`src/rtl/cordic_angle_prep.sv`:
```
// IEEE-754 single angle to signed Q2.30 converter with iteration-count clamp for the CORDIC core.
// Optional build macro CORDIC_PREP_ROUND_EN: round-to-nearest (ties away) on the aligned magnitude.
module cordic_angle_prep #(
  parameter int SHIFT_STEP = 4,
  parameter int N_MAX      = 30
) (
  input  logic        clk,
  input  logic        reset,
  input  logic        in_valid,
  output logic        in_ready,
  input  logic [31:0] theta,
  input  logic [5:0]  n_in,
  output logic        out_valid,
  input  logic        out_ready,
  output logic [31:0] angle,
  output logic [5:0]  n_out,
  output logic        range_err,
  output logic [1:0]  state_dbg
);

  // Handshake: a transfer happens on a rising edge where valid && ready are both high;
  // valid never depends on ready, and outputs stay stable while valid is high and ready is low.
  typedef enum logic [1:0] {IDLE, SHIFT, NEG, DONE} state_t;

  localparam logic [4:0] STEP   = 5'(SHIFT_STEP);
  localparam logic [5:0] N_CLAMP = 6'(N_MAX);

  state_t      state_q, state_d;
  logic        sign_q, sat_q, err_q;
  logic [30:0] mag_q;
  logic [4:0]  cnt_q;
  logic [31:0] angle_q;
  logic [5:0]  n_q;

  logic [7:0]  exp_f;
  logic [22:0] man_f;
  logic [4:0]  k;
  logic [30:0] mag_shift;

  assign exp_f = theta[30:23];
  assign man_f = theta[22:0];

  assign k         = (cnt_q < STEP) ? cnt_q : STEP;
  assign mag_shift = mag_q >> k;

`ifdef CORDIC_PREP_ROUND_EN
  logic        rnd_q;
  logic [30:0] mag_pre;
  logic        rbit;
  // Last bit to fall off in this step sits at position k-1 of the current magnitude.
  assign mag_pre = (k == 5'd0) ? 31'd0 : (mag_q >> (k - 5'd1));
  assign rbit    = mag_pre[0];
`endif

  always_comb begin
    state_d   = state_q;
    in_ready  = 1'b0;
    out_valid = 1'b0;
    case (state_q)
      IDLE: begin
        in_ready = 1'b1;
        if (in_valid) begin
          if (exp_f >= 8'd96 && exp_f <= 8'd127) state_d = SHIFT;
          else                                   state_d = NEG;
        end
      end
      SHIFT: if (cnt_q == 5'd0) state_d = NEG;
      NEG:   state_d = DONE;
      DONE: begin
        out_valid = 1'b1;
        if (out_ready) state_d = IDLE;
      end
      default: state_d = IDLE;
    endcase
  end

  always_ff @(posedge clk or posedge reset) begin
    if (reset) state_q <= IDLE;
    else       state_q <= state_d;
  end

  always_ff @(posedge clk or posedge reset) begin
    if (reset) begin
      sign_q  <= 1'b0;
      sat_q   <= 1'b0;
      err_q   <= 1'b0;
      mag_q   <= 31'd0;
      cnt_q   <= 5'd0;
      angle_q <= 32'd0;
      n_q     <= 6'd0;
`ifdef CORDIC_PREP_ROUND_EN
      rnd_q   <= 1'b0;
`endif
    end else begin
      case (state_q)
        IDLE: if (in_valid) begin
          sign_q <= theta[31];
          n_q    <= (n_in > N_CLAMP) ? N_CLAMP : n_in;
          sat_q  <= 1'b0;
          err_q  <= 1'b0;
          mag_q  <= {1'b1, man_f, 7'b0};
          cnt_q  <= 5'(8'd127 - exp_f);
`ifdef CORDIC_PREP_ROUND_EN
          rnd_q  <= 1'b0;
`endif
          if (exp_f == 8'd255) begin
            err_q <= 1'b1;
            if (man_f == 23'd0) sat_q <= 1'b1;
            else                mag_q <= 31'd0;
          end else if (exp_f >= 8'd128) begin
            err_q <= 1'b1;
            sat_q <= 1'b1;
          end else if (exp_f < 8'd96) begin
            mag_q <= 31'd0;
          end
        end
        SHIFT: begin
          if (cnt_q != 5'd0) begin
            mag_q <= mag_shift;
            cnt_q <= cnt_q - k;
`ifdef CORDIC_PREP_ROUND_EN
            rnd_q <= rbit;
`endif
          end else begin
`ifdef CORDIC_PREP_ROUND_EN
            mag_q <= mag_q + {30'd0, rnd_q};
`endif
          end
        end
        NEG: begin
          if (sat_q)       angle_q <= sign_q ? 32'h8000_0000 : 32'h7FFF_FFFF;
          else if (sign_q) angle_q <= -{1'b0, mag_q};
          else             angle_q <= {1'b0, mag_q};
        end
        default: ;
      endcase
    end
  end

  assign angle     = angle_q;
  assign n_out     = n_q;
  assign range_err = err_q;
  assign state_dbg = state_q;

endmodule

```
`config.mk`:
```
export PLATFORM = sky130hd
export DESIGN_NAME = cordic_angle_prep
export DESIGN_NICKNAME = d
export VERILOG_FILES = /design/src/rtl/cordic_angle_prep.sv
export SDC_FILE = /design/constraint.sdc
export NUM_CORES = 1
export LEC_CHECK = 0
export ABC_CLOCK_PERIOD_IN_PS = 7000
export CAP_MARGIN = 25
export CORE_UTILIZATION = 61
export CTS_BUF_LIST = sky130_fd_sc_hd__clkbuf_8
export DETAILED_ROUTE_END_ITERATION = 10
export PLACE_DENSITY = 0.89
export SLEW_MARGIN = 20
export SYNTH_ARGS = -nofsm -noshare
export SYNTH_HDL_FRONTEND = slang
export SYNTH_SLANG_ARGS = --single-unit
```
`constraint.sdc`:
```
create_clock -name clk -period 7 [get_ports clk]
set_input_delay 0.7 -clock clk [delete_from_list [all_inputs] [get_ports clk]]
set_output_delay 0.7 -clock clk [all_outputs]
set_load 0.1 [all_outputs]
```
## Word-level counts from Yosys, hierarchy flattened

Index checks and enable logic that the tools add are counted.

| operators by class | value |
|---|---|
| reductions and logical operators | 9 |
| equal/unequal tests | 8 |
| shifts and indexed selects | 1 |
| order comparisons | 6 |
| $add $sub $neg | 3 |
| multiplexer cells | 26 |

Operators by type and width:

| operator | number |
|---|---|
| two-way mux 31 bit | 6 |
| two-way mux 32 bit | 3 |
| case mux 31 bit (2 select lines) | 1 |
| negation 31 -> 32 bit | 1 |
| >> shifter 31 x 5 -> 31 bit | 1 |
| logical NOT 23 bit | 1 |
| two-way mux 5 bit | 3 |
| case mux 5 bit (2 select lines) | 1 |
| == test 8 bit, second input constant | 1 |
| greater-or-equal comparator 8 x 7 -> 1 bit, second input constant | 1 |
| greater-or-equal comparator 8 bit, second input constant | 1 |
| less-or-equal comparator 8 x 7 -> 1 bit, second input constant | 1 |
| < comparator 8 x 7 -> 1 bit, second input constant | 1 |
| two-way mux 2 bit | 4 |
| inequality test 2 bit, second input constant | 4 |
| case mux 2 bit (4 select lines) | 1 |
| > comparator 6 x 5 -> 1 bit, second input constant | 1 |
| two-way mux 1 bit | 6 |
| two-way mux 6 bit | 1 |
| AND reduction 3 bit | 2 |
| logical NOT 5 bit | 1 |
| < comparator 5 x 3 -> 1 bit, second input constant | 1 |
| nonzero test 5 bit | 1 |
| subtractor 5 bit | 1 |
| 7 further kinds | 8 |

| word-level totals | value |
|---|---|
| bits of input ports | 42 |
| word-level logic and storage cells | 61 |
| register bits | 79 |

## Longest topological paths before layout

| depth | value |
|---|---|
| depth after elaboration | 6 |
| gate-level depth with buffers | 12 |
| gate-level depth less buffers | 8 |

## Worst setup path before layout

No wires, ideal clock.

| timing | value |
|---|---|
| path kind | register to register |
| start | reg state_q[1] (netlist: state_dbg[1]) |
| end | reg mag_q[28] |
| arrival | 3.219 ns |
| path buffers | 2 |
| stages on the path, launching flop included | 10 |
| setup slack | 3.694 ns |
| cell sequence | dfrtp_1 inv_1 ha_1 mux2i_1 a31oi_2 and2_1 clkbuf_1 buf_2 o211ai_1 o211ai_1 |

| on the way | value |
|---|---|
| longest elaborated chain between the ends | 3 |
| elaborated cells on any way between the ends | 7 |
| those cells by class | eq/ne: 3; mux: 1; reduce/logical: 3 |

RTL lines:

| item | RTL line | RTL |
|---|---|---|
| start, declared | 28 | `state_t state_q, state_d;` |
| start signal, assigned | 79 | `else state_q <= state_d;` |
| == test 2 x 1 -> 1 bit or logical NOT 2 bit (tied branches) | 95 | `case (state_q)` |
| inequality test 2 bit (no line) or nonzero test 2 bit (tied branches) | -- |  |
| AND reduction 3 bit (no line) | -- |  |
| end signal, assigned | 101 | `mag_q <= {1'b1, man_f, 7'b0};` |
| end signal, assigned | 119 | `mag_q <= mag_shift;` |
| end, declared | 30 | `logic [30:0] mag_q;` |

Parallel ways exist; a longest one is shown, timed or not.
A chain may end at the register's enable or synchronous reset.

## Final worst setup path

| timing | value |
|---|---|
| start | reg state_q[1] (netlist: state_dbg[1]) |
| end | reg mag_q[6] |

The elaborated chain is that of the path after synthesis.

==> results.py <==
metrics = {
    "outcome": {
        "outcome": "finished, violations left",
        "violations": "design-rule violations",
    },
    "clock_network": {
        "cts_root_buf": "clkbuf_8",
        "clock_path_buffers": 2,
        "clk_pin_slew_ps": 80,
        "ctsResizeCount": 0,
        "htree_levels": 3,
        "cts_made_buffers": 9,
        "ctsHoldBuffers": 0,
        "cts.sinks": 79,
        "cts_tree": "built",
        "postCtsSetupRepairBufs": 0,
        "insertion_delay_ps": 360,
    },
    "placed_design": {
        "dp_slack_ps": 3920,
        "hpwlAfterDp_um": 10200,
        "io_buffers": 84,
        "place_inst": 783,
        "place_congestion": 0.874,
    },
    "yosys": {
        "ys_ff_latch": 79,
        "yosysWarnings": 0,
        "synth_nets": 699,
        "avgSynthCellArea_um2": 8.66,
        "ys_async_sr_fraction_pct": 100,
        "yosys.area.top_type_share_pct": 35.1,
        "ys.flop_type": "dfrtp_1",
        "netlist_instances": 651,
        "synth-edff-count": 0,
        "synth_area_um2": 5640,
        "synth_area_leader_cell": "dfrtp_1",
        "ys_seq_area_share_pct": 35.1,
        "synth_cell_types": 75,
        "synth_area_leaders": "dfrtp_1 35%, mux2i_1 5.3%, nand2_1 5.1%",
    },
    "setup_path": {
        "path_class": "reg -> reg",
        "startpoint_type": "register",
        "reg2reg_from": "state_dbg[1]",
        "worst_setup_path_end_kind": "register",
        "crit_start": "state_dbg[1]",
        "critPathRequiredTime_ps": 7270,
        "cp_slowest_stage_delay_ps": 760,
        "slowest_stage": "and2_1",
        "crit_chain": "inv_1 -> ha_1 -> mux2i_1 -> a31oi_2 -> buf_4 -> and2_1 -> a32oi_1 -> o21ai_1",
        "crit_family": "simple AND/OR/NAND/NOR gates",
        "cp_max_fo": 28,
        "arrival_ps": 3490,
        "cp_num_buf_inv": 2,
    },
    "sta": {
        "hold_slack_ps": 482,
        "final.setup_skew_ps": 10.8,
        "tns_ps": 0,
        "grt_setup_unrepaired": "no",
        "fmax_ghz": 0.311,
        "slew_headroom_pct": 33.1,
        "fin_ws_ps": 3780,
        "worstMarginPinSlew_ps": 1000,
        "final_max_slew_viol_count": 0,
        "min_period_ps": 3220,
        "timing.final.crit_share_pct": 46.0,
        "final_hold_viol_count": 0,
        "setup_viol": 0,
    },
    "cells_and_area": {
        "area_growth_pct": 17.3,
        "stdcell_count": 800,
        "regArea_um2": 1980,
        "num_antenna_cells": 0,
        "nFillCells": 668,
        "layout-drive-gt1-share_pct": 10.3,
        "multi_input_area_um2": 3320,
        "layout.nets": 735,
    },
    "worst_hold_path": {
        "hp-class": "reg -> reg",
        "hold_start": "angle[9]",
    },
    "route": {
        "firstDrtPassIters": 11,
        "ant_nets": 0,
        "vias": 5489,
        "drt-total-wl_um": 15400,
        "drt-initial-drc-count": 738,
        "vias_per_cell": 6.86,
        "route.detailed.drc": 7,
        "wl_per_cell_um": 19.2,
    },
    "die": {
        "dieArea_um2": 9630,
        "core_area_um2": 8850,
        "start_util_pct": 63.7,
        "ios": 85,
        "die_x_um": 98.1,
        "die_h_um": 98.1,
        "rows": 34,
    },
    "global_route": {
        "grt_usage_pct": 32.6,
        "first_global_vias": 5149,
        "grt_start_max_net_pins": 80,
        "antenna_found_initial": 0,
        "grt_pass1_wl_um": 25200,
        "overflow": 0,
    },
    "flow_run": {
        "timing.max_cap.violations": 0,
    },
}
==> flip-flops by register name (all words and copies together), names as in the netlist <==
name,count
angle,32
mag_q,31
n_out,6
cnt_q,5
state_dbg,2
range_err,1
sat_q,1
sign_q,1
==> stage by stage <==
step,util [%],cell area (µm²)
after global routing,74.7,6610
final,74.7,6610
after detailed placement,72.3,6400
after floorplan,-,5640
after CTS,74.5,6590
after global placement,72.3,6400
==> area by class of cell <==
| class | count | share of cell area [%] |
|---|---|---|
| multi-input cells | 486 | 50.2 |
| clock buffers | 10 | 2.08 |
| repair buffers | 94 | 14.0 |
| clock inverters | 6 | 0.814 |
| well taps | 108 | 2.04 |
| flip-flops and latches | 79 | 29.9 |
| inverters | 17 | 0.965 |
==> cells in the final DEF, fill, tap and decap left out, types with 6 or more instances in the layout <==
cell type	n
or3_1	7
xor2_1	10
dfrtp_1	79
nor4_1	7
mux4_2	9
o21ai_1	21
o211ai_1	11
ha_1	6
nor3_1	20
nor2_1	46
a22oi_1	17
clkdlybuf4s50_1	84
a211o_1	9
mux2i_1	30
o21ai_0	45
nand3_1	12
mux2_2	17
clkbuf_8	10
a21oi_1	30
nand2_1	77
inv_1	19
buf_4	9
==> synth_stat cells, types with 4 or more instances <==
cell type	n
or4_1	4
nand2_1	77
nor4_1	7
o41ai_1	5
buf_1	6
ha_1	6
a21oi_1	30
nand4_1	5
a211oi_1	4
o31ai_1	5
mux2i_1	30
o311ai_0	5
nand2b_1	4
dfrtp_1	79
o21ai_1	21
or3_1	7
mux2_2	17
o21ai_0	45
nand3_1	12
buf_2	11
o21a_1	4
a221oi_1	4
inv_1	17
nand3b_1	4
xor2_1	10
nor2_1	46
clkbuf_1	50
nor3_1	20
mux4_2	9
a22oi_1	17
a211o_1	9
o211ai_1	11
==> cell families after synthesis <==
kind of cell,Yosys count,synth area share [%]
simple gates,216,19.9
compound gates,197,23.5
buf+inv,86,6.24
flops,79,35.1
mux,56,12.3
xor+xnor,10,1.55
fa+ha+maj,6,1.33
other cells,1,0.0665
==> final timing paths <==
path | end | slack [ps] | depth (start not counted)
max | mag_q[6] | 3780 | 8
min | angle[9] | 480 | 1
max reg2reg | mag_q[6] | 3780 | 8
min reg2reg | angle[9] | 480 | 1
max in group asynchronous | mag_q[26] | 5640 | 4
min in group asynchronous | angle[3] | 750 | 3
==> layer usage <==
metal | part of all wire, % | GRT usage [%] | vias up
li1 | - | - | 2476
met1 | 41 | 45.1 | 2610
met2 | 47 | 51.5 | 355
met3 | 9.4 | 5.65 | 48
met4 | 2.7 | 12.4 | 0
met5 | 0 | 0 | -
Power is left out: the tool's default activity adds up to more than one toggle a clock period on the data nets, which glitch-free logic cannot reach.
